<file path="src/rtl/add_sub_writeback_if.sv">
// Result handshake and write-port bundle for the add/sub writeback stage.
// The master side produces results and grants; the slave side is the writeback stage.
interface add_sub_writeback_if #(
  parameter int unsigned RS_ID_WIDTH = 5
);

  typedef struct packed {
    logic [31:0] xer;
    logic        so;
    logic        xer_valid;
    logic        cr0_valid;
  } cond_exception_t;

  // Execution-unit result handshake
  logic                   in_valid;
  logic                   in_ready;
  logic [RS_ID_WIDTH-1:0] rs_id_in;
  logic [4:0]             result_reg_addr_in;
  logic [0:31]            result_in;  // bit 0 is the MSB
  cond_exception_t        cr0_xer_in;

  // Shared write-port arbitration
  logic                   wb_req;
  logic                   wb_grant;

  // Retire outputs
  logic                   gpr_we;
  logic [4:0]             gpr_addr;
  logic [0:31]            gpr_data;
  logic                   cr0_we;
  logic [3:0]             cr0_data;
  logic                   xer_we;
  logic [31:0]            xer_data;
  logic                   done_valid;
  logic [RS_ID_WIDTH-1:0] done_rs_id;

  modport master (
    output in_valid,
    output rs_id_in,
    output result_reg_addr_in,
    output result_in,
    output cr0_xer_in,
    output wb_grant,
    input  in_ready,
    input  wb_req,
    input  gpr_we,
    input  gpr_addr,
    input  gpr_data,
    input  cr0_we,
    input  cr0_data,
    input  xer_we,
    input  xer_data,
    input  done_valid,
    input  done_rs_id
  );

  modport slave (
    input  in_valid,
    input  rs_id_in,
    input  result_reg_addr_in,
    input  result_in,
    input  cr0_xer_in,
    input  wb_grant,
    output in_ready,
    output wb_req,
    output gpr_we,
    output gpr_addr,
    output gpr_data,
    output cr0_we,
    output cr0_data,
    output xer_we,
    output xer_data,
    output done_valid,
    output done_rs_id
  );

endinterface

</file>
<file path="src/rtl/add_sub_writeback.sv">
// Writeback stage: FIFO-buffers add/sub results and retires one per granted write-port cycle.
// Define ADD_SUB_WB_BYPASS_EN to let an empty FIFO retire the incoming result in the same cycle.
module add_sub_writeback #(
  parameter int unsigned RS_ID_WIDTH = 5,
  parameter int unsigned DEPTH       = 4
) (
  input logic                clk,
  input logic                rst,
  add_sub_writeback_if.slave bus
);

  localparam int unsigned PtrW = $clog2(DEPTH);
  localparam int unsigned CntW = $clog2(DEPTH + 1);
  localparam logic [CntW-1:0] FullCnt = CntW'(DEPTH);

  // Entry storage, one array per field
  logic [RS_ID_WIDTH-1:0] rs_id_mem  [DEPTH];
  logic [4:0]             addr_mem   [DEPTH];
  logic [0:31]            result_mem [DEPTH];
  logic [31:0]            xer_mem    [DEPTH];
  logic                   so_mem     [DEPTH];
  logic                   xer_vld_mem[DEPTH];
  logic                   cr0_vld_mem[DEPTH];

  logic [PtrW-1:0] wr_ptr_q, wr_ptr_d;
  logic [PtrW-1:0] rd_ptr_q, rd_ptr_d;
  logic [CntW-1:0] count_q, count_d;

  logic fifo_nonempty;
  logic fifo_full;
  logic bypass_take;
  logic push;
  logic pop;
  logic wb_req;
  logic fire;

  // Head view: FIFO head, or the live input when bypassing an empty FIFO
  logic                   head_valid;
  logic [RS_ID_WIDTH-1:0] head_rs_id;
  logic [4:0]             head_addr;
  logic [0:31]            head_result;
  logic [31:0]            head_xer;
  logic                   head_so;
  logic                   head_xer_vld;
  logic                   head_cr0_vld;

  logic       cr0_lt;
  logic       cr0_gt;
  logic       cr0_eq;
  logic [3:0] cr0_vec;

  assign fifo_nonempty = (count_q != '0);
  assign fifo_full     = (count_q == FullCnt);

  always_comb begin
    head_valid   = fifo_nonempty;
    head_rs_id   = rs_id_mem[rd_ptr_q];
    head_addr    = addr_mem[rd_ptr_q];
    head_result  = result_mem[rd_ptr_q];
    head_xer     = xer_mem[rd_ptr_q];
    head_so      = so_mem[rd_ptr_q];
    head_xer_vld = xer_vld_mem[rd_ptr_q];
    head_cr0_vld = cr0_vld_mem[rd_ptr_q];
`ifdef ADD_SUB_WB_BYPASS_EN
    if (!fifo_nonempty && bus.in_valid) begin
      head_valid   = 1'b1;
      head_rs_id   = bus.rs_id_in;
      head_addr    = bus.result_reg_addr_in;
      head_result  = bus.result_in;
      head_xer     = bus.cr0_xer_in.xer;
      head_so      = bus.cr0_xer_in.so;
      head_xer_vld = bus.cr0_xer_in.xer_valid;
      head_cr0_vld = bus.cr0_xer_in.cr0_valid;
    end
`endif
  end

`ifdef ADD_SUB_WB_BYPASS_EN
  // A granted bypass retires straight from the input and never touches storage
  assign bypass_take = !fifo_nonempty && bus.in_valid && bus.wb_grant;
`else
  assign bypass_take = 1'b0;
`endif

  assign wb_req = head_valid;
  assign fire   = wb_req & bus.wb_grant;
  assign push   = bus.in_valid & ~fifo_full & ~bypass_take;
  assign pop    = fifo_nonempty & bus.wb_grant;

  // Signed compare against zero; bit 0 is the sign bit
  always_comb begin
    cr0_lt  = head_result[0];
    cr0_eq  = (head_result == '0);
    cr0_gt  = ~head_result[0] & ~cr0_eq;
    cr0_vec = {cr0_lt, cr0_gt, cr0_eq, head_so};
  end

  always_comb begin
    wr_ptr_d = wr_ptr_q;
    rd_ptr_d = rd_ptr_q;
    count_d  = count_q;
    if (push) begin
      wr_ptr_d = wr_ptr_q + PtrW'(1);
    end
    if (pop) begin
      rd_ptr_d = rd_ptr_q + PtrW'(1);
    end
    unique case ({push, pop})
      2'b10:   count_d = count_q + CntW'(1);
      2'b01:   count_d = count_q - CntW'(1);
      default: count_d = count_q;
    endcase
  end

  always_ff @(posedge clk) begin
    if (rst) begin
      wr_ptr_q <= '0;
      rd_ptr_q <= '0;
      count_q  <= '0;
    end else begin
      wr_ptr_q <= wr_ptr_d;
      rd_ptr_q <= rd_ptr_d;
      count_q  <= count_d;
    end
  end

  // Storage needs no reset: only slots between the pointers are ever read as valid
  always_ff @(posedge clk) begin
    if (push) begin
      rs_id_mem[wr_ptr_q]   <= bus.rs_id_in;
      addr_mem[wr_ptr_q]    <= bus.result_reg_addr_in;
      result_mem[wr_ptr_q]  <= bus.result_in;
      xer_mem[wr_ptr_q]     <= bus.cr0_xer_in.xer;
      so_mem[wr_ptr_q]      <= bus.cr0_xer_in.so;
      xer_vld_mem[wr_ptr_q] <= bus.cr0_xer_in.xer_valid;
      cr0_vld_mem[wr_ptr_q] <= bus.cr0_xer_in.cr0_valid;
    end
  end

  assign bus.in_ready = ~fifo_full;
  assign bus.wb_req   = wb_req;

  always_comb begin
    bus.gpr_we     = fire;
    bus.cr0_we     = fire & head_cr0_vld;
    bus.xer_we     = fire & head_xer_vld;
    bus.done_valid = fire;
    bus.gpr_addr   = '0;
    bus.gpr_data   = '0;
    bus.cr0_data   = '0;
    bus.xer_data   = '0;
    bus.done_rs_id = '0;
    if (wb_req) begin
      bus.gpr_addr   = head_addr;
      bus.gpr_data   = head_result;
      bus.cr0_data   = cr0_vec;
      bus.xer_data   = head_xer;
      bus.done_rs_id = head_rs_id;
    end
  end

endmodule

</file>
<file path="src/flat_wrapper.sv">
// flat-port wrapper written by rule: the top's interface ports become plain ports
module add_sub_writeback_flat 
#(
  parameter int unsigned RS_ID_WIDTH = 5,
  parameter int unsigned DEPTH       = 4
)
  (clk, rst, bus_in_valid, bus_rs_id_in, bus_result_reg_addr_in, bus_result_in, bus_cr0_xer_in, bus_wb_grant, bus_in_ready, bus_wb_req, bus_gpr_we, bus_gpr_addr, bus_gpr_data, bus_cr0_we, bus_cr0_data, bus_xer_we, bus_xer_data, bus_done_valid, bus_done_rs_id);
  add_sub_writeback_if #(.RS_ID_WIDTH(RS_ID_WIDTH)) bus_i ();
  input logic clk;
  input logic rst;
  input wire logic [$bits(bus_i.in_valid)-1:0] bus_in_valid;
  input wire logic [$bits(bus_i.rs_id_in)-1:0] bus_rs_id_in;
  input wire logic [$bits(bus_i.result_reg_addr_in)-1:0] bus_result_reg_addr_in;
  input wire logic [$bits(bus_i.result_in)-1:0] bus_result_in;
  input wire logic [$bits(bus_i.cr0_xer_in)-1:0] bus_cr0_xer_in;
  input wire logic [$bits(bus_i.wb_grant)-1:0] bus_wb_grant;
  output wire logic [$bits(bus_i.in_ready)-1:0] bus_in_ready;
  output wire logic [$bits(bus_i.wb_req)-1:0] bus_wb_req;
  output wire logic [$bits(bus_i.gpr_we)-1:0] bus_gpr_we;
  output wire logic [$bits(bus_i.gpr_addr)-1:0] bus_gpr_addr;
  output wire logic [$bits(bus_i.gpr_data)-1:0] bus_gpr_data;
  output wire logic [$bits(bus_i.cr0_we)-1:0] bus_cr0_we;
  output wire logic [$bits(bus_i.cr0_data)-1:0] bus_cr0_data;
  output wire logic [$bits(bus_i.xer_we)-1:0] bus_xer_we;
  output wire logic [$bits(bus_i.xer_data)-1:0] bus_xer_data;
  output wire logic [$bits(bus_i.done_valid)-1:0] bus_done_valid;
  output wire logic [$bits(bus_i.done_rs_id)-1:0] bus_done_rs_id;
  assign bus_i.in_valid = bus_in_valid;
  assign bus_i.rs_id_in = bus_rs_id_in;
  assign bus_i.result_reg_addr_in = bus_result_reg_addr_in;
  assign bus_i.result_in = bus_result_in;
  assign bus_i.cr0_xer_in = bus_cr0_xer_in;
  assign bus_i.wb_grant = bus_wb_grant;
  assign bus_in_ready = bus_i.in_ready;
  assign bus_wb_req = bus_i.wb_req;
  assign bus_gpr_we = bus_i.gpr_we;
  assign bus_gpr_addr = bus_i.gpr_addr;
  assign bus_gpr_data = bus_i.gpr_data;
  assign bus_cr0_we = bus_i.cr0_we;
  assign bus_cr0_data = bus_i.cr0_data;
  assign bus_xer_we = bus_i.xer_we;
  assign bus_xer_data = bus_i.xer_data;
  assign bus_done_valid = bus_i.done_valid;
  assign bus_done_rs_id = bus_i.done_rs_id;
  add_sub_writeback #(.RS_ID_WIDTH(RS_ID_WIDTH), .DEPTH(DEPTH)) u_core (.clk(clk), .rst(rst), .bus(bus_i));
endmodule
</file>
<file path="config.mk">
export PLATFORM = sky130hd
export DESIGN_NAME = add_sub_writeback_flat
export DESIGN_NICKNAME = d
export VERILOG_FILES = /design/src/rtl/add_sub_writeback_if.sv /design/src/rtl/add_sub_writeback.sv /design/src/flat_wrapper.sv
export SDC_FILE = /design/constraint.sdc
export NUM_CORES = 1
export LEC_CHECK = 0
export CORE_AREA = 8 8 211 213
export CTS_CLUSTER_SIZE = 12
export DETAILED_ROUTE_END_ITERATION = 12
export DIE_AREA = 0 0 219 221
export SLEW_MARGIN = 20
export SYNTH_ARGS = -nofsm -noshare
export SYNTH_HDL_FRONTEND = slang
export SYNTH_SLANG_ARGS = --single-unit
export TNS_END_PERCENT = 1
</file>
<file path="constraint.sdc">
create_clock -name clk -period 3.66 [get_ports clk]
set_input_delay 0.915 -clock clk [delete_from_list [all_inputs] [get_ports clk]]
set_output_delay 0.915 -clock clk [all_outputs]
set_load 0.005 [all_outputs]
</file>
Yosys cells after proc, flatten, opt, wreduce, memory -nomap -nowiden
Memory sizes are Yosys's and may differ from the RTL's. A register that Yosys moved wholly into a read port is not among the register bits.
Cells that the tools add are included.
{"block": "totals", "reg_bits": 7, "latch_bits": 0, "ram_bits": 308, "rom_bits": 0, "memories": 7}
{"block": "op_classes", "add_sub_neg": 4, "mul": 0, "div": 0, "order_cmp": 0, "n_eq_ne": 3, "n_shift": 0, "mux": 22, "bitwise_logic": 8, "n_reduce_logical": 3}
{"memory": "u_core.result_mem", "words": 4, "word_bits": 32, "rd": 1, "rd_ports_with_merged_regs": 1, "wr": 1, "line": "add_sub_writeback.sv:19", "text": "logic [0:31] result_mem [DEPTH];"}
{"memory": "u_core.xer_mem", "words": 4, "word_bits": 32, "rd": 1, "rd_ports_with_merged_regs": 1, "wr": 1, "line": "add_sub_writeback.sv:20", "text": "logic [31:0] xer_mem [DEPTH];"}
{"memory": "u_core.addr_mem", "words": 4, "word_bits": 5, "rd": 1, "rd_ports_with_merged_regs": 1, "wr": 1, "line": "add_sub_writeback.sv:18", "text": "logic [4:0] addr_mem [DEPTH];"}
{"memory": "u_core.rs_id_mem", "words": 4, "word_bits": 5, "rd": 1, "rd_ports_with_merged_regs": 1, "wr": 1, "line": "add_sub_writeback.sv:17", "text": "logic [RS_ID_WIDTH-1:0] rs_id_mem [DEPTH];"}
{"memory": "u_core.cr0_vld_mem", "words": 4, "word_bits": 1, "rd": 1, "rd_ports_with_merged_regs": 1, "wr": 1, "line": "add_sub_writeback.sv:23", "text": "logic cr0_vld_mem[DEPTH];"}
{"memory": "u_core.so_mem", "words": 4, "word_bits": 1, "rd": 1, "rd_ports_with_merged_regs": 1, "wr": 1, "line": "add_sub_writeback.sv:21", "text": "logic so_mem [DEPTH];"}
{"memory": "1 more memories"}
{"op": "two-way mux 32 bit", "count": 2}
{"op": "logical NOT 32 bit", "count": 1}
{"op": "two-way mux 2 bit", "count": 14}
{"op": "two-way mux 5 bit", "count": 2}
{"op": "case mux 3 bit (2 select lines)", "count": 1}
{"op": "AND 1 bit", "count": 5}
{"op": "adder 2 x 1 -> 2 bit (second input constant)", "count": 2}
{"op": "two-way mux 4 bit", "count": 1}
{"op": "adder 3 x 1 -> 3 bit (second input constant)", "count": 1}
{"op": "== test 3 bit (second input constant)", "count": 1}
{"op": "inverter 1 bit", "count": 3}
{"op": "nonzero test 3 bit", "count": 1}
{"op": "subtractor 3 x 1 -> 3 bit (second input constant)", "count": 1}
{"op": "== test 2 x 1 -> 1 bit (second input constant)", "count": 1}
{"op": "== test 2 bit (second input constant)", "count": 1}
{"op": "two-way mux 1 bit", "count": 2}
{"op": "nonzero test 2 bit", "count": 1}

Longest topological paths before layout
Gate-level depths: netlist (run 1).
{"block": "logic_depth", "depth_word": 5, "mapped_depth": 9}

Least setup slack after synthesis (run 1)
Ideal clock, no wire load.
{"block": "synth_timing", "path_kind": "input to register", "from": "input port bus_in_valid", "to": "memory u_core.addr_mem[3][0], enable pin", "arrival_time_ps": 2762, "required_time_ps": 3216, "path_slack_ps": 453, "cell_stages": 1, "cell_sequence": "and3_1"}
{"block": "synth_via", "elab_chain_len": 3}
{"element": "start, declared", "line": "flat_wrapper.sv:11", "text": "input wire logic [$bits(bus_i.in_valid)-1:0] bus_in_valid;"}
{"element": "AND 1 bit", "line": "add_sub_writeback.sv:87", "text": "assign push = bus.in_valid & ~fifo_full & ~bypass_take;"}
{"element": "two-way mux 1 bit", "line": "add_sub_writeback.sv:129", "text": "if (push) begin"}
{"element": "two-way mux 1 bit (implied by the code)", "line": "add_sub_writeback.sv:131", "text": "addr_mem[wr_ptr_q] <= bus.result_reg_addr_in;"}
{"element": "end, declared", "line": "add_sub_writeback.sv:18"}
No other way between the ends.

==> flow_summary.json, run 1 <==
{
  "num_rows": 75,
  "ys_types": 27,
  "grt.overflow.total": 0,
  "yosys-top-cells-area": "edfxtp_1, mux4_2, and2_1, dfxtp_1, ha_1",
  "grt_pass1_vias": 6514,
  "clkTransAtPathRegs_ns": 0.05,
  "drtIter0Drc": 408,
  "portBuffers": 164,
  "hold_start": "u_core.wr_ptr_q[1]",
  "cts-buffers-inserted": 37,
  "synth_area_um2": 12140,
  "power.density_nw_per_um2": 749.9,
  "synthMuxAreaShare_pct": 14.28,
  "r2r_end": "u_core.count_q[2]",
  "worstPathMaxFanout": 6,
  "holdPathEnd": "u_core.wr_ptr_q[1]",
  "cts_tree": "done",
  "leakage_nw": 5.132,
  "vias": 6029,
  "die_w_um": 219,
  "route.detailed.drc": 0,
  "hold_path_class": "reg2reg",
  "synth_seq_cells": 317,
  "start_util_pct": 29.41,
  "worstSetupPathType": "reg2out",
  "htreeDepth": 2,
  "wl_per_cell_um": 20.72,
  "setup_viol": 0,
  "regToRegStartpoint": "u_core.count_q[0]",
  "vias_per_cell": 4.509,
  "finalSetupTns_ns": 0,
  "io_pins": 165,
  "synth_top_family_by_area": "multiplexers",
  "root_buffer": "clkbuf_16",
  "antenna_left": 0,
  "hold_violations": 0,
  "synth_area_per_cell_um2": 21.92,
  "ctsLongestPathBuffers": 3,
  "grt_util_all_layers_pct": 11.34,
  "place_area_um2": 14640,
  "drtPass1Iterations": 4,
  "rrSetupSlack_ns": 1.12,
  "clk_latency_ns": 0.53,
  "nets": 857,
  "synthCells": 554,
  "synth_compound_area_share_pct": 0.2267,
  "layout_setup_ws_ns": 0.01795,
  "synth_xor_area_share_pct": 0.3607,
  "vdd_drop_max_v": 0.0004006,
  "fmax_mhz": 274.6,
  "synth-simple-area-share_pct": 5.348,
  "worstSetupStartpointType": "flop",
  "holdBufCountCts": 0,
  "yosysTopAreaCell": "edfxtp_1",
  "synth-seq-area-share_pct": 77.66,
  "maxCapViolations": 0,
  "synth_nets": 641,
  "grt_antenna_before_repair": 3,
  "yosysTopAreaCellShare_pct": 76.17,
  "dieArea_um2": 48400,
  "status": "complete, no violations",
  "fin_skew_ns": 0.009661,
  "rsz0062_at_grt": "true",
  "drv_slew": 0,
  "maxSlewHeadroom_pct": 65.30,
  "tightest_slew_ns": 0.5205,
  "place_hpwl_um": 18130,
  "syn2layout_area_growth_pct": 32.43,
  "drive_above_1_share_pct": 22.93,
  "grt_pass1_wl_um": 41590,
  "final_area_um2": 16080,
  "r2r.worst_path.cells": 11,
  "yosys.area_share.adder_pct": 0.6801,
  "wl_um": 27700,
  "antenna_cells": 0,
  "worstPathArrival_ns": 2.73,
  "clkSinkCount": 317,
  "die_height_um": 221,
  "p_total_mw": 12.06,
  "period_needed_ns": 3.642,
  "coreArea_um2": 41290,
  "yosysWarnings": 0,
  "cp-end-kind": "primary output",
  "whs_ns": 0.5163,
  "fillers": 3781,
  "fin_crit_sh_pct": 99.51,
  "pre_cts_ws_ns": 0.06455,
  "grt_max_degree": 45,
  "place.gp.congestion": 0.7739,
  "cp_data_required_time_ns": 2.74,
  "whs_path_depth": 2
}
-- how the worst max path moves through the flow --
| stage | to | slack, ns | startpoint | cells past startpoint |
|---|---|---|---|---|
| final | bus_cr0_data[1] | 0.02 | flop | 8 |
| after global routing | bus_cr0_data[1] | -0.13 | flop | 8 |
| after CTS | bus_cr0_data[1] | -0.05 | flop | 8 |
| after detailed placement | bus_cr0_data[1] | 0.06 | flop | 6 |
| after global placement | bus_cr0_data[1] | 0.09 | flop | 6 |
| after floorplan | u_core.addr_mem[3][0] | 0.45 | bus_in_valid | 1 |
-- per-layer routing --
| layer | up-vias | wire [µm] | global-route usage (%) | share of wire, % |
|---|---|---|---|---|
| met1 | 3099 | 11930 | 14.55 | 43 |
| met3 | 51 | 2141 | 3.820 | 7.7 |
| met4 | 6 | 624 | 3.854 | 2.3 |
| li1 | 2688 | - | - | - |
| met2 | 185 | 12960 | 17.78 | 47 |
| met5 | - | 41 | 0 | 0.15 |
-- layout by cell type, fill, tap and decap left out, types with 5 or more instances in the layout --
cell type	count
clkbuf_1	9
mux4_2	77
clkdlybuf4s50_1	162
nor4_1	5
buf_4	27
clkinv_1	7
dfxtp_1	7
ha_1	5
inv_1	5
edfxtp_1	308
nor2_1	8
bufinv_16	5
clkbuf_16	39
buf_12	10
and2_1	77
-- registers in the layout, summed over array words and instances, names as in the netlist, named ones only --
register and flops:
u_core.rs_id_mem 20, u_core.cr0_vld_mem 4, u_core.result_mem 128, u_core.addr_mem 20
u_core.rd_ptr_q 2, u_core.count_q 3, u_core.so_mem 4, u_core.xer_vld_mem 4
u_core.xer_mem 128, u_core.wr_ptr_q 2
-- critical path: stages, from the launching register on --
cell and delay, ns:
dfxtp_4 0.40, buf_12 0.13, buf_6 0.10, mux4_2 0.54, nor4_4 0.33, nand4_1 0.18, buf_4 0.18, nor3_2 0.18
buf_2 0.15
-- cell families after synthesis --
logic type      count (synthesis)
compound gates                  5
xor+xnor                        5
fa+ha+maj                       6
buf+inv                        36
flops                         317
mux                            77
simple gates                  108
-- cells in the mapped netlist, drive strengths merged --
| cell type | count |
|---|---|
| xor2 | 3 |
| nand3 | 1 |
| buf | 14 |
| fa | 1 |
| a21oi | 3 |
| nor4 | 8 |
| and2 | 77 |
| inv | 7 |
| clkbuf | 15 |
| nor2 | 8 |
| nor3 | 2 |
| xnor2 | 2 |
| or3 | 1 |
| ha | 5 |
| nand2 | 2 |
| and3 | 6 |
| nand4 | 2 |
| edfxtp | 308 |
| or3b | 1 |
| o21a | 1 |
| dfxtp | 9 |
| o21ai | 1 |
| mux4 | 77 |
-- cell type report --
class / count / area [µm²] / share of cell area, %
repair buffers: 206 / 2112 / 13.14
clock buffers: 48 / 1010 / 6.280
clock inverters: 19 / 221.5 / 1.377
multi-input cells: 201 / 2599 / 16.16
well taps: 539 / 674.4 / 4.194
flip-flops and latches: 317 / 9437 / 58.69
inverters: 7 / 26.28 / 0.1634
-- repair_timing --
| item | in CTS | in global routing |
|---|---|---|
| setup endpoints to repair | 26 | 36 |
| gates cloned | 0 | 0 |
| buffers inserted | 11 | 2 |
| resized for setup | 14 | 5 |
| pin swaps | 5 | 2 |
-- stage by stage --
step	util [%]	cells
after floorplan	-	554
after global placement	35.46	1257
after detailed placement	35.46	1257
after CTS	38.85	1335
after global routing	38.94	1337
final	38.94	1337
-- where the power goes --
| group | total, mW | switching, mW | internal (mW) |
|---|---|---|---|
| combinational | 3.85 | 1.65 | 2.20 |
| clock | 3.70 | 1.40 | 2.30 |
| sequential | 4.50 | 0.112 | 4.39 |
(Power assumes the default switching activity.)
==> run 2: changes to the inputs <==
CTS_BUF_LIST = sky130_fd_sc_hd__clkbuf_8   (was unset)
clock period = 4.6 ns   (was 3.66 ns; I/O delays follow)
==> flow_summary.json, run 2 (synthesis gave the netlist of run 1 again) <==
{
  "rsz0062_at_grt": "false",
  "endpoint": "bus_cr0_data[1]",
  "die_height_um": 221,
  "cts-buffers-inserted": 56,
  "grt_pass1_wl_um": 41370,
  "grt_max_degree": 43,
  "critPathBufInv": 2,
  "hold_path_class": "reg2reg",
  "vdd_drop_max_v": 0.0003178,
  "vias": 5981,
  "drv_slew": 0,
  "period_needed_ns": 4.411,
  "antenna_left": 0,
  "finalSetupTns_ns": 0,
  "num_rows": 75,
  "root_buffer": "clkbuf_8",
  "wl_per_cell_um": 20.63,
  "clkTransAtPathRegs_ns": 0.06,
  "regToRegStartpoint": "u_core.count_q[0]",
  "pre_cts_ws_ns": 0.6702,
  "cpMaxStageDelayCell": "mux4_2",
  "maxSlewHeadroom_pct": 47.56,
  "clock_power_share_pct": 26.8,
  "grt_antenna_before_repair": 3,
  "place.gp.congestion": 0.7416,
  "status": "complete, no violations",
  "p_int_mw": 6.333,
  "r2r_end": "u_core.count_q[2]",
  "dieArea_um2": 48400,
  "layout_setup_ws_ns": 0.1894,
  "clkSinkCount": 317,
  "ctsLongestPathBuffers": 3,
  "fin_skew_ns": 0.01886,
  "maxCapViolations": 0,
  "grt.overflow.total": 0,
  "nets": 847,
  "drive_above_1_share_pct": 20.95,
  "hold_violations": 0,
  "fin_crit_sh_pct": 95.88,
  "p_sw_mw": 2.443,
  "cts_tree": "done",
  "crit_cells": 6,
  "drtPass1Iterations": 6,
  "pwr-share-seq_pct": 41.2,
  "cp_cell_sequence": "buf_12 > mux4_2 > nor4_1 > nand4_1 > nor3_1 > clkdlybuf4s50_1",
  "r2r.worst_path.cells": 9,
  "wl_um": 27560,
  "rrSetupSlack_ns": 1.95,
  "route.detailed.drc": 0,
  "tightest_slew_ns": 0.7805,
  "power.density_nw_per_um2": 566.1,
  "max_stage_delay_ns": 0.56,
  "worstPathMaxFanout": 16,
  "htreeDepth": 2,
  "vias_per_cell": 4.477,
  "crit_family": "simple AND/OR/NAND/NOR gates",
  "setup_viol": 0,
  "pwr-share-comb_pct": 32.0,
  "switching_share_pct": 27.84,
  "fmax_mhz": 226.7,
  "worstSetupStartpointType": "flop",
  "grt_pass1_vias": 6600,
  "die_w_um": 219,
  "drtIter0Drc": 270,
  "place_hpwl_um": 17230,
  "start_util_pct": 29.41,
  "io_pins": 165,
  "layout_common_cells": "edfxtp_1, clkdlybuf4s50_1, and2_1, mux4_2, clkbuf_8",
  "portBuffers": 164,
  "fillers": 3821,
  "antenna_cells": 0,
  "postCtsSetupBuffers": 0,
  "coreArea_um2": 41290,
  "clk_latency_ns": 0.60,
  "syn2layout_area_growth_pct": 27.69,
  "layout_commonest_cell": "edfxtp_1",
  "cp-end-kind": "primary output",
  "cp_data_required_time_ns": 3.45,
  "reg.largest.list": "u_core.result_mem (128), u_core.xer_mem (128)",
  "grt_util_all_layers_pct": 11.28,
  "worstPathArrival_ns": 3.26,
  "leakage_nw": 4.927,
  "worstSetupPathType": "reg2out"
}
[run 2: cell count changes in the layout (fill, tap and decap cells not counted), moves of 9 or more]
| cell | previous run | this run |
|---|---|---|
| clkbuf_8 | 0 | 57 |
| buf_4 | 27 | 6 |
| inv_1 | 5 | 20 |
| clkbuf_1 | 9 | 0 |
| clkbuf_16 | 39 | 0 |
[run 2: worst reg2reg max path, delay by kind of cell (launching register included)]
kind	cells	cell delay [ns]
fa+ha+maj	2	0.41
flops	1	0.34
xor+xnor	1	0.07
compound gates	1	0.14
buf+inv	2	0.36
simple gates	3	1.25
[run 2: area by class of cell]
cell class	count	area [µm²]	area share, %
Timing Repair Buffer	177	1813	11.69
Inverter	7	26.28	0.1695
Clock inverter	38	211.5	1.364
Multi-Input combinational cell	201	2557	16.50
Sequential cell	317	9437	60.87
Clock buffer	57	784.5	5.060
Tap cell	539	674.4	4.350
[run 2: what timing repair did]
item | 4_1_cts | 5_1_grt
hold buffers | 0 | 0
endpoints found under the setup margin | 1 | 2
resized for setup | 1 | 2
[run 2: power groups by stage]
| stage | sequential, mW | combinational [mW] | clock, mW |
|---|---|---|---|
| 2_1_floorplan | 3.62 | 1.45 | 0 |
| 3_3_place_gp | 3.67 | 2.89 | 0 |
| 5_1_grt | 3.65 | 3.07 | 2.55 |
| 4_1_cts | 3.62 | 2.90 | 2.44 |
| 6_report | 3.62 | 2.81 | 2.35 |
| 3_5_place_dp | 3.68 | 2.88 | 0 |
[run 2: worst min path at each step]
stage / start / end / slack [ns] / depth (start not counted)
2_1_floorplan: u_core.count_q[2] / u_core.count_q[2] / 0.47 / 2
6_report: u_core.count_q[2] / u_core.count_q[2] / 0.50 / 2
5_1_grt: u_core.wr_ptr_q[1] / u_core.wr_ptr_q[1] / 0.54 / 2
3_5_place_dp: u_core.count_q[2] / u_core.count_q[2] / 0.50 / 2
3_3_place_gp: u_core.count_q[2] / u_core.count_q[2] / 0.48 / 2
4_1_cts: u_core.count_q[2] / u_core.count_q[2] / 0.50 / 2
[run 2: metrics by stage]
stage | power (mW) | util [%] | instance area [µm²] | std cells | hold slack, ns
3_5_place_dp | 6.561 | 35.11 | 14500 | 1241 | 0.4954
2_1_floorplan | 5.069 | - | 12140 | 554 | 0.4664
5_1_grt | 9.271 | 37.55 | 15500 | 1336 | 0.5354
6_report | 8.776 | 37.55 | 15500 | 1336 | 0.5033
4_1_cts | 8.966 | 37.53 | 15500 | 1336 | 0.5040
3_3_place_gp | 6.558 | 35.11 | 14500 | 1241 | 0.4814
[run 2: layer usage]
layer	part of all wire [%]	GRT usage, %
met1	43	14.29
met2	46	17.42
met3	8.0	4.175
met4	2.5	4.306
met5	0.14	0
